`src/rtl/sprite_pkg.sv`:
```
// Shared types and constants for the sprite upload path.
// Optional trailer checksum: SPRITE_LOADER_CHECKSUM_EN.
package sprite_pkg;
    localparam int SPRITE_NUM   = 4;
    localparam int SPRITE_SIZE  = 1024;
    localparam int SPRITE_BYTES = SPRITE_SIZE / 2;
    localparam int ADDR_W       = $clog2(SPRITE_SIZE);
    localparam int SEL_W        = $clog2(SPRITE_NUM);

    localparam logic [ADDR_W-1:0] LAST_ADDR = ADDR_W'(SPRITE_SIZE - 2);

    typedef enum logic [1:0] {
        OP_LOAD  = 2'b01,
        OP_INVAL = 2'b10
    } opcode_t;

    typedef enum logic [2:0] {
        IDLE,
        CMD,
        DATA,
        CSUM,
        SKIP
    } state_t;

    function automatic logic id_ok(input logic [5:0] id);
        return 32'(id) < SPRITE_NUM;
    endfunction
endpackage

```
`src/rtl/sprite_loader_if.sv`:
```
// SPI byte stream in, sprite_storage write port out.
// master drives the byte stream; slave is the loader.
interface sprite_loader_if;
    import sprite_pkg::*;

    logic              cs_n;
    logic              rx_valid;
    logic [7:0]        rx_data;
    logic [SEL_W-1:0]  w_select;
    logic              w_en;
    logic [ADDR_W-1:0] w_addr;
    logic [7:0]        w_data;

    modport master (
        output cs_n, rx_valid, rx_data,
        input  w_select, w_en, w_addr, w_data
    );

    modport slave (
        input  cs_n, rx_valid, rx_data,
        output w_select, w_en, w_addr, w_data
    );
endinterface

```
`src/rtl/sprite_loader.sv`:
```
// Framed SPI sprite upload controller with per-slot valid bitmap.
// Define SPRITE_LOADER_CHECKSUM_EN to require an XOR trailer byte.
module sprite_loader
    import sprite_pkg::*;
(
    input  logic                  clock,
    input  logic                  reset_n,
    sprite_loader_if.slave        bus,
    output logic                  busy,
    output logic                  done,
    output logic                  err,
    output logic [SPRITE_NUM-1:0] sprite_valid
);

    state_t            state;
    logic              cs_q;
    logic [SEL_W-1:0]  id;
    logic [ADDR_W-1:0] count;
    logic [1:0]        op;
    logic [5:0]        cmd_id;
`ifdef SPRITE_LOADER_CHECKSUM_EN
    logic [7:0]        csum;
`endif

    assign op     = bus.rx_data[7:6];
    assign cmd_id = bus.rx_data[5:0];
    assign busy   = (state != IDLE);

    // Frame FSM; a byte arriving with cs_n rising is consumed before the abort check.
    always_ff @(posedge clock) begin
        if (!reset_n) begin
            state        <= IDLE;
            cs_q         <= 1'b1;
            id           <= '0;
            count        <= '0;
            done         <= 1'b0;
            err          <= 1'b0;
            sprite_valid <= '0;
            bus.w_en     <= 1'b0;
            bus.w_select <= '0;
            bus.w_addr   <= '0;
            bus.w_data   <= '0;
`ifdef SPRITE_LOADER_CHECKSUM_EN
            csum         <= '0;
`endif
        end else begin
            cs_q     <= bus.cs_n;
            bus.w_en <= 1'b0;
            done     <= 1'b0;
            err      <= 1'b0;
            unique case (state)
                IDLE: begin
                    if (cs_q && !bus.cs_n) state <= CMD;
                end
                CMD: begin
                    if (bus.rx_valid) begin
                        if (op == OP_LOAD && id_ok(cmd_id)) begin
                            id    <= bus.rx_data[SEL_W-1:0];
                            count <= '0;
                            sprite_valid[bus.rx_data[SEL_W-1:0]] <= 1'b0;
`ifdef SPRITE_LOADER_CHECKSUM_EN
                            csum  <= '0;
`endif
                            err   <= bus.cs_n;
                            state <= bus.cs_n ? IDLE : DATA;
                        end else if (op == OP_INVAL && id_ok(cmd_id)) begin
                            sprite_valid[bus.rx_data[SEL_W-1:0]] <= 1'b0;
                            state <= bus.cs_n ? IDLE : SKIP;
                        end else begin
                            err   <= 1'b1;
                            state <= bus.cs_n ? IDLE : SKIP;
                        end
                    end else if (bus.cs_n) begin
                        err   <= 1'b1;
                        state <= IDLE;
                    end
                end
                DATA: begin
                    if (bus.rx_valid) begin
                        bus.w_en     <= 1'b1;
                        bus.w_select <= id;
                        bus.w_addr   <= count;
                        bus.w_data   <= bus.rx_data;
`ifdef SPRITE_LOADER_CHECKSUM_EN
                        csum         <= csum ^ bus.rx_data;
`endif
                        if (count == LAST_ADDR) begin
`ifdef SPRITE_LOADER_CHECKSUM_EN
                            err   <= bus.cs_n;
                            state <= bus.cs_n ? IDLE : CSUM;
`else
                            done  <= 1'b1;
                            sprite_valid[id] <= 1'b1;
                            state <= bus.cs_n ? IDLE : SKIP;
`endif
                        end else begin
                            count <= count + ADDR_W'(2);
                            err   <= bus.cs_n;
                            state <= bus.cs_n ? IDLE : DATA;
                        end
                    end else if (bus.cs_n) begin
                        err   <= 1'b1;
                        state <= IDLE;
                    end
                end
`ifdef SPRITE_LOADER_CHECKSUM_EN
                CSUM: begin
                    if (bus.rx_valid) begin
                        if (bus.rx_data == csum) begin
                            done <= 1'b1;
                            sprite_valid[id] <= 1'b1;
                        end else begin
                            err <= 1'b1;
                        end
                        state <= bus.cs_n ? IDLE : SKIP;
                    end else if (bus.cs_n) begin
                        err   <= 1'b1;
                        state <= IDLE;
                    end
                end
`endif
                SKIP: begin
                    if (bus.cs_n) state <= IDLE;
                end
                default: state <= IDLE;
            endcase
        end
    end

endmodule

```
`src/flat_wrapper.sv`:
```
// flat-port wrapper written by rule: the top's interface ports become plain ports
module sprite_loader_flat import sprite_pkg::*;
  (clock, reset_n, busy, done, err, sprite_valid, bus_cs_n, bus_rx_valid, bus_rx_data, bus_w_select, bus_w_en, bus_w_addr, bus_w_data);
  sprite_loader_if bus_i ();
  input  logic clock;
  input  logic reset_n;
  output logic busy;
  output logic done;
  output logic err;
  output logic [SPRITE_NUM-1:0] sprite_valid;
  input wire logic [$bits(bus_i.cs_n)-1:0] bus_cs_n;
  input wire logic [$bits(bus_i.rx_valid)-1:0] bus_rx_valid;
  input wire logic [$bits(bus_i.rx_data)-1:0] bus_rx_data;
  output wire logic [$bits(bus_i.w_select)-1:0] bus_w_select;
  output wire logic [$bits(bus_i.w_en)-1:0] bus_w_en;
  output wire logic [$bits(bus_i.w_addr)-1:0] bus_w_addr;
  output wire logic [$bits(bus_i.w_data)-1:0] bus_w_data;
  assign bus_i.cs_n = bus_cs_n;
  assign bus_i.rx_valid = bus_rx_valid;
  assign bus_i.rx_data = bus_rx_data;
  assign bus_w_select = bus_i.w_select;
  assign bus_w_en = bus_i.w_en;
  assign bus_w_addr = bus_i.w_addr;
  assign bus_w_data = bus_i.w_data;
  sprite_loader u_core (.clock(clock), .reset_n(reset_n), .bus(bus_i), .busy(busy), .done(done), .err(err), .sprite_valid(sprite_valid));
endmodule
```
`config.mk`:
```
export PLATFORM = sky130hd
export DESIGN_NAME = sprite_loader_flat
export DESIGN_NICKNAME = d
export VERILOG_FILES = /design/src/rtl/sprite_pkg.sv /design/src/rtl/sprite_loader_if.sv /design/src/rtl/sprite_loader.sv /design/src/flat_wrapper.sv
export SDC_FILE = /design/constraint.sdc
export NUM_CORES = 1
export LEC_CHECK = 0
export CORE_UTILIZATION = 36
export DETAILED_ROUTE_END_ITERATION = 10
export PLACE_DENSITY = 0.66
export SYNTH_ARGS = -nofsm -noshare
export SYNTH_HDL_FRONTEND = slang
export SYNTH_SLANG_ARGS = --single-unit
```
`constraint.sdc`:
```
create_clock -name clock -period 2.5 [get_ports clock]
set_clock_uncertainty 0.2 [all_clocks]
set_input_delay 0.5 -clock clock [delete_from_list [all_inputs] [get_ports clock]]
set_output_delay 0.5 -clock clock [all_outputs]
set_load 0.02 [all_outputs]
```
== Word-level counts from Yosys, hierarchy flattened ==
Cells that the tools add are included.
Storage, ports and cells
  register bits: 43
  input port bits: 12
  output and inout bits: 28
  word-level logic and storage cells: 81
Operators by class
  add/sub/neg operators: 1
  magnitude comparators: 5
  equal/unequal tests: 13
  mux-type cells: 33
  bitwise operators: 3
  reductions and logical operators: 15
Operators by type and width (number)
  2-to-1 mux 10 bit: 4
  2-to-1 mux 3 bit: 7
  2-to-1 mux 4 bit: 5
  case mux 10 bit (2 select lines): 1
  case mux 3 bit (4 select lines): 1
  adder 10 x 2 -> 10 bit (second input constant): 1
  == test 10 bit (second input constant): 1
  2-to-1 mux 1 bit: 10
  AND reduction 5 bit: 2
  case mux 4 bit (2 select lines): 1
  < comparator 2 x 3 -> 1 bit (second input constant): 2
  < comparator 6 x 3 -> 1 bit (second input constant): 1
  inequality test 2 x 1 -> 1 bit (second input constant): 3
  inequality test 2 bit (second input constant): 3
  AND reduction 3 bit: 2
  logical AND 1 bit: 5
  AND 4 bit: 1
  demux 1 bit (select 2 bit): 2
  >= comparator 2 x 1 -> 1 bit (second input constant): 2
  NOT 4 bit: 1
  bitwise OR 4 bit: 1
  AND reduction 2 bit: 2
  == test 3 x 1 -> 1 bit (second input constant): 1
  == test 3 x 2 -> 1 bit (second input constant): 1
  other kinds (10): 10

== Longest topological paths before layout ==
  depth after elaboration: 10
  depth in mapped cells: 6
  mapped depth without buffers: 4

== Worst setup path before layout ==
Ideal clock, no wire load.
  kind: input to register
  from: in bus_rx_data[2]
  to: reg u_core.count[8]
  setup time: 72 ps
  arrival: 1639 ps
  data required time: 2228 ps
  path slack: 590 ps
  cell stages on the path: 4
  buffers on the path: 0
  cell sequence: nor4_4 > nand4_2 > a2111oi_2 > mux2i_1
Between the ends
  cells in the longest elaborated chain, start to end: 4
Ends and longest elaborated chain
  start, declared: RTL line flat_wrapper.sv:13  | input wire logic [$bits(bus_i.rx_data)-1:0] bus_rx_data;
  < comparator 6 x 3 -> 1 bit: RTL line sprite_pkg.sv:26  | return 32'(id) < SPRITE_NUM;
  logical AND 1 bit: RTL line sprite_loader.sv:57  | if (op == OP_LOAD && id_ok(cmd_id)) begin
  inequality test 2 x 1 -> 1 bit (no source line)
  AND reduction 5 bit (no source line)
  end signal, assigned: RTL line sprite_loader.sv:97  | count <= count + ADDR_W'(2);
  end, declared: RTL line sprite_loader.sv:18  | logic [ADDR_W-1:0] count;
Every way passes these cells.
A chain may end at the register's enable or synchronous reset.

== Worst setup path in the final report ==
  from: reg u_core.state[0]
  to: out busy
Between the ends
  cells in the longest elaborated chain, start to end: 1
Ends and longest elaborated chain
  start, declared: RTL line sprite_loader.sv:15  | state_t state;
  start signal, assigned: RTL line sprite_loader.sv:65  | state <= bus.cs_n ? IDLE : DATA;
  start signal, assigned: RTL line sprite_loader.sv:68  | state <= bus.cs_n ? IDLE : SKIP;
  start signal, assigned: RTL line sprite_loader.sv:71  | state <= bus.cs_n ? IDLE : SKIP;
  nonzero test 3 bit: RTL line sprite_loader.sv:27  | assign busy = (state != IDLE);
  end, declared: RTL line flat_wrapper.sv:7  | output logic busy;
Every way passes these cells.

==> metrics.csv <==
stage,metric,value,unit
worst_setup_path,Worst Reg-to-Reg Cells,5,
final_layout,layout cells sized above 1,12.8,%
worst_setup_path,Critical R2R Launch,u_core.state[0],
clock_network,clock-pin slew on the worst setup and hold paths,0.08,ns
floorplanning,Horiz. Die Dim,74.7,µm
hold_path,HP Class,register to register,
job,max cap viols,0,
yosys,Ys Warns,0,
sta,Worst Max-Slew Pin Slew,0.652,ns
placement,RePlAce Congestion,0.810,
clock_network,cts hold-fix bufs,0,
yosys,Yosys top cell area share,43.1,%
yosys,Synth area leader,dfxtp_1,
global_route,vias in the first global route,1447,
clock_network,CTS tree,built,
placement,DP HPWL,3030,µm
final_layout,fin area,2480,µm²
worst_setup_path,critical path data required time,1.80,ns
sta,Fin Hold WS,0.259,ns
sta,final setup violation count,0,
floorplanning,CORE AREA,5110,µm²
worst_setup_path,Worst EP arrival,1.65,ns
floorplanning,IO Count,40,
sta,Worst slew margin,56.2,%
route,Vias,1655,
worst_setup_path,CP Class,register to output pin,
sta,"Min Clock Period, post-route",2.35,ns
clock_network,root buffer cell,clkbuf_8,
placement,count of input and output buffers,38,
route,drt total wl,4270,µm
global_route,first-pass GRT wire length,6830,µm
sta,f_max,0.425,GHz
clock_network,# clock sinks,41,
yosys,Commonest cells post-synth,"53 x nand2_1, 41 x dfxtp_1, 24 x a21oi_1, 11 x mux2i_1, 9 x inv_1",
sta,setup_tns,0,ns
final_layout,Syn-to-layout area delta,30.3,%
yosys,Netlist Area Pre-Place,1900,µm²
yosys,post-synthesis cell count,217,
yosys,Post-synth ARST share,0,%
worst_setup_path,CP Launch Type,register,
yosys,sequential area share after synthesis,43.1,%
route,initial DRC count,112,
clock_network,total CTS buffers,5,
hold_path,Hold Crit Depth,2,
route,routed vias/inst,5.05,
route,number of remaining DRC errors,0,
worst_setup_path,reg2reg setup slack,0.49,ns
yosys,"EDFF count, synth",0,
placement,placed cell area,2380,µm²
route,1st-pass router iterations,4,
route,Avg WL per Cell,13.0,µm
power,Peak VDD IR,302,µV
floorplanning,num rows,26,
power,"Power, Total",1.24,mW
clock_network,post-cts resize count,0,
sta,Final period util,94.1,%
worst_setup_path,Max Fanout on Critical Path,10,
yosys,ranking of synthesized cells by area,"dfxtp_1 43%, nand2_1 10%, a21oi_1 6.3%",
clock_network,post-CTS setup buffers,0,
run_status,status,completed,
global_route,GR Overflow Total,0,
yosys,most common cell in the netlist,nand2_1,
sta,RSZ-0062 raised after global routing,no,
yosys,Post-synth top flop,dfxtp_1,
final_layout,nets,271,
worst_setup_path,Critical R2R Capture,u_core.count[5],
floorplanning,die area,5580,µm²
floorplanning,die height,74.7,µm
sta,Final Max Slew Viols,0,
global_route,GRT Total Usage,16.1,%
sta,final-report hold violation count,0,
final_layout,fin util,48.6,%
clock_network,Max Buffers Root-to-Sink,2,
route,Routed Antenna Nets,0,
yosys,Yosys cell types,43,
yosys,Yosys reg bits,41,
hold_path,hold_sp,u_core.bus.w_addr[4],
yosys,Post-Syn Area per Cell,8.78,µm²
floorplanning,Initial Util,37.3,%
global_route,largest net degree at the start of global routing,26,
clock_network,clock insertion delay at the later pin of the skew report,0.29,ns
global_route,initial antenna violation count,0,
clock_network,H-tree depth,2,
hold_path,Worst Hold Path EP,u_core.bus.w_addr[4],
worst_setup_path,type of destination of the critical path,output pin,
power,PwrDens,501,nW/µm²
yosys,syn nets,230,
final_layout,Ant. Diodes,0,
power,static leakage,0.864,nW
[worst max-delay path, stage by stage (launching register included)]
cell             delay (ns)
dfxtp_1                0.41
or3_1                  0.40
clkdlybuf4s50_1        0.56
[state kept, by name, indices dropped and copies added (netlist names)]
register and count:
u_core.state 3, u_core.bus.w_en 1, u_core.bus.w_addr 9, u_core.cs_q 1, u_core.err 1, u_core.sprite_valid 4, u_core.bus.w_data 8, u_core.done 1
u_core.count 9, u_core.id 2, u_core.bus.w_select 2
[report_power, final]
| group | leakage [nW] | total (mW) | internal [mW] | switching, mW |
|---|---|---|---|---|
| Clock | 0.0540 | 0.511 | 0.290 | 0.221 |
| Combinational | 0.479 | 0.0739 | 0.0337 | 0.0402 |
| Sequential | 0.331 | 0.659 | 0.655 | 0.00392 |
| Total | 0.864 | 1.24 | 0.979 | 0.265 |
[per-layer routing]
| layer | share of wire (%) | GRT usage, % | vias to the layer above |
|---|---|---|---|
| li1 | - | - | 836 |
| met1 | 49 | 22.4 | 770 |
| met2 | 45 | 24.6 | 44 |
| met3 | 4.5 | 3.75 | 5 |
| met4 | 1.1 | 5.66 | 0 |
| met5 | 0 | 0 | - |
[layout by cell type, fill, tap and decap left out, drive strengths merged, types with 2 or more instances in the layout]
cell type / netlist / final
a211oi: 6 / 6
a21oi: 25 / 25
and2: 2 / 2
and4: 2 / 2
buf: 7 / 10
clkbuf: 7 / 5
clkdlybuf4s50: 0 / 38
dfxtp: 41 / 41
inv: 9 / 9
mux2i: 11 / 11
nand2: 53 / 53
nand2b: 7 / 7
nand3: 5 / 5
nand4: 6 / 6
nor2: 3 / 3
nor2b: 3 / 3
nor3: 2 / 2
nor4: 3 / 3
o2111ai: 2 / 2
o211ai: 2 / 2
o21ai: 3 / 3
o311ai: 2 / 2
o31ai: 2 / 2
[worst max-delay path by stage]
stage	start	end	slack [ns]	depth (start not counted)
detailed placement	bus_rx_data[2]	u_core.sprite_valid[0]	0.03	6
finish	u_core.state[0]	busy	0.15	2
CTS	u_core.state[0]	busy	0.15	2
floorplan	bus_rx_data[2]	u_core.count[8]	0.59	4
global placement	bus_rx_data[2]	u_core.sprite_valid[2]	0.06	6
global route	u_core.state[0]	busy	0.11	2
[logic make-up (layout without fill, tap and decap cells)]
logic type	count (synthesis)	count (layout)	share of synthesized area, %
AND/OR/NAND/NOR	93	93	26.8
other	1	1	0.197
adder cells (fa/ha/maj)	1	1	0.657
buffers and inverters	23	64	6.11
multiplexers	11	11	5.78
AO/OA/AOI/OAI	47	47	17.3
flip-flops	41	41	43.1
[metrics by stage]
step | cells | worst slack (ns)
3_5_place_dp | 321 | 0.0252
2_1_floorplan | 217 | 0.590
3_3_place_gp | 321 | 0.0606
6_report | 328 | 0.149
4_1_cts | 328 | 0.148
5_1_grt | 328 | 0.111
[area by class of cell]
| cell class | count | area, µm² |
|---|---|---|
| multi-input cells | 153 | 967 |
| clock inverters | 2 | 35.0 |
| clock buffers | 5 | 68.8 |
| well taps | 70 | 87.6 |
| inverters | 9 | 33.8 |
| flip-flops and latches | 41 | 821 |
| fillers | 514 | 2630 |
| repair buffers | 48 | 468 |
Power figures use the tool's default switching activity.
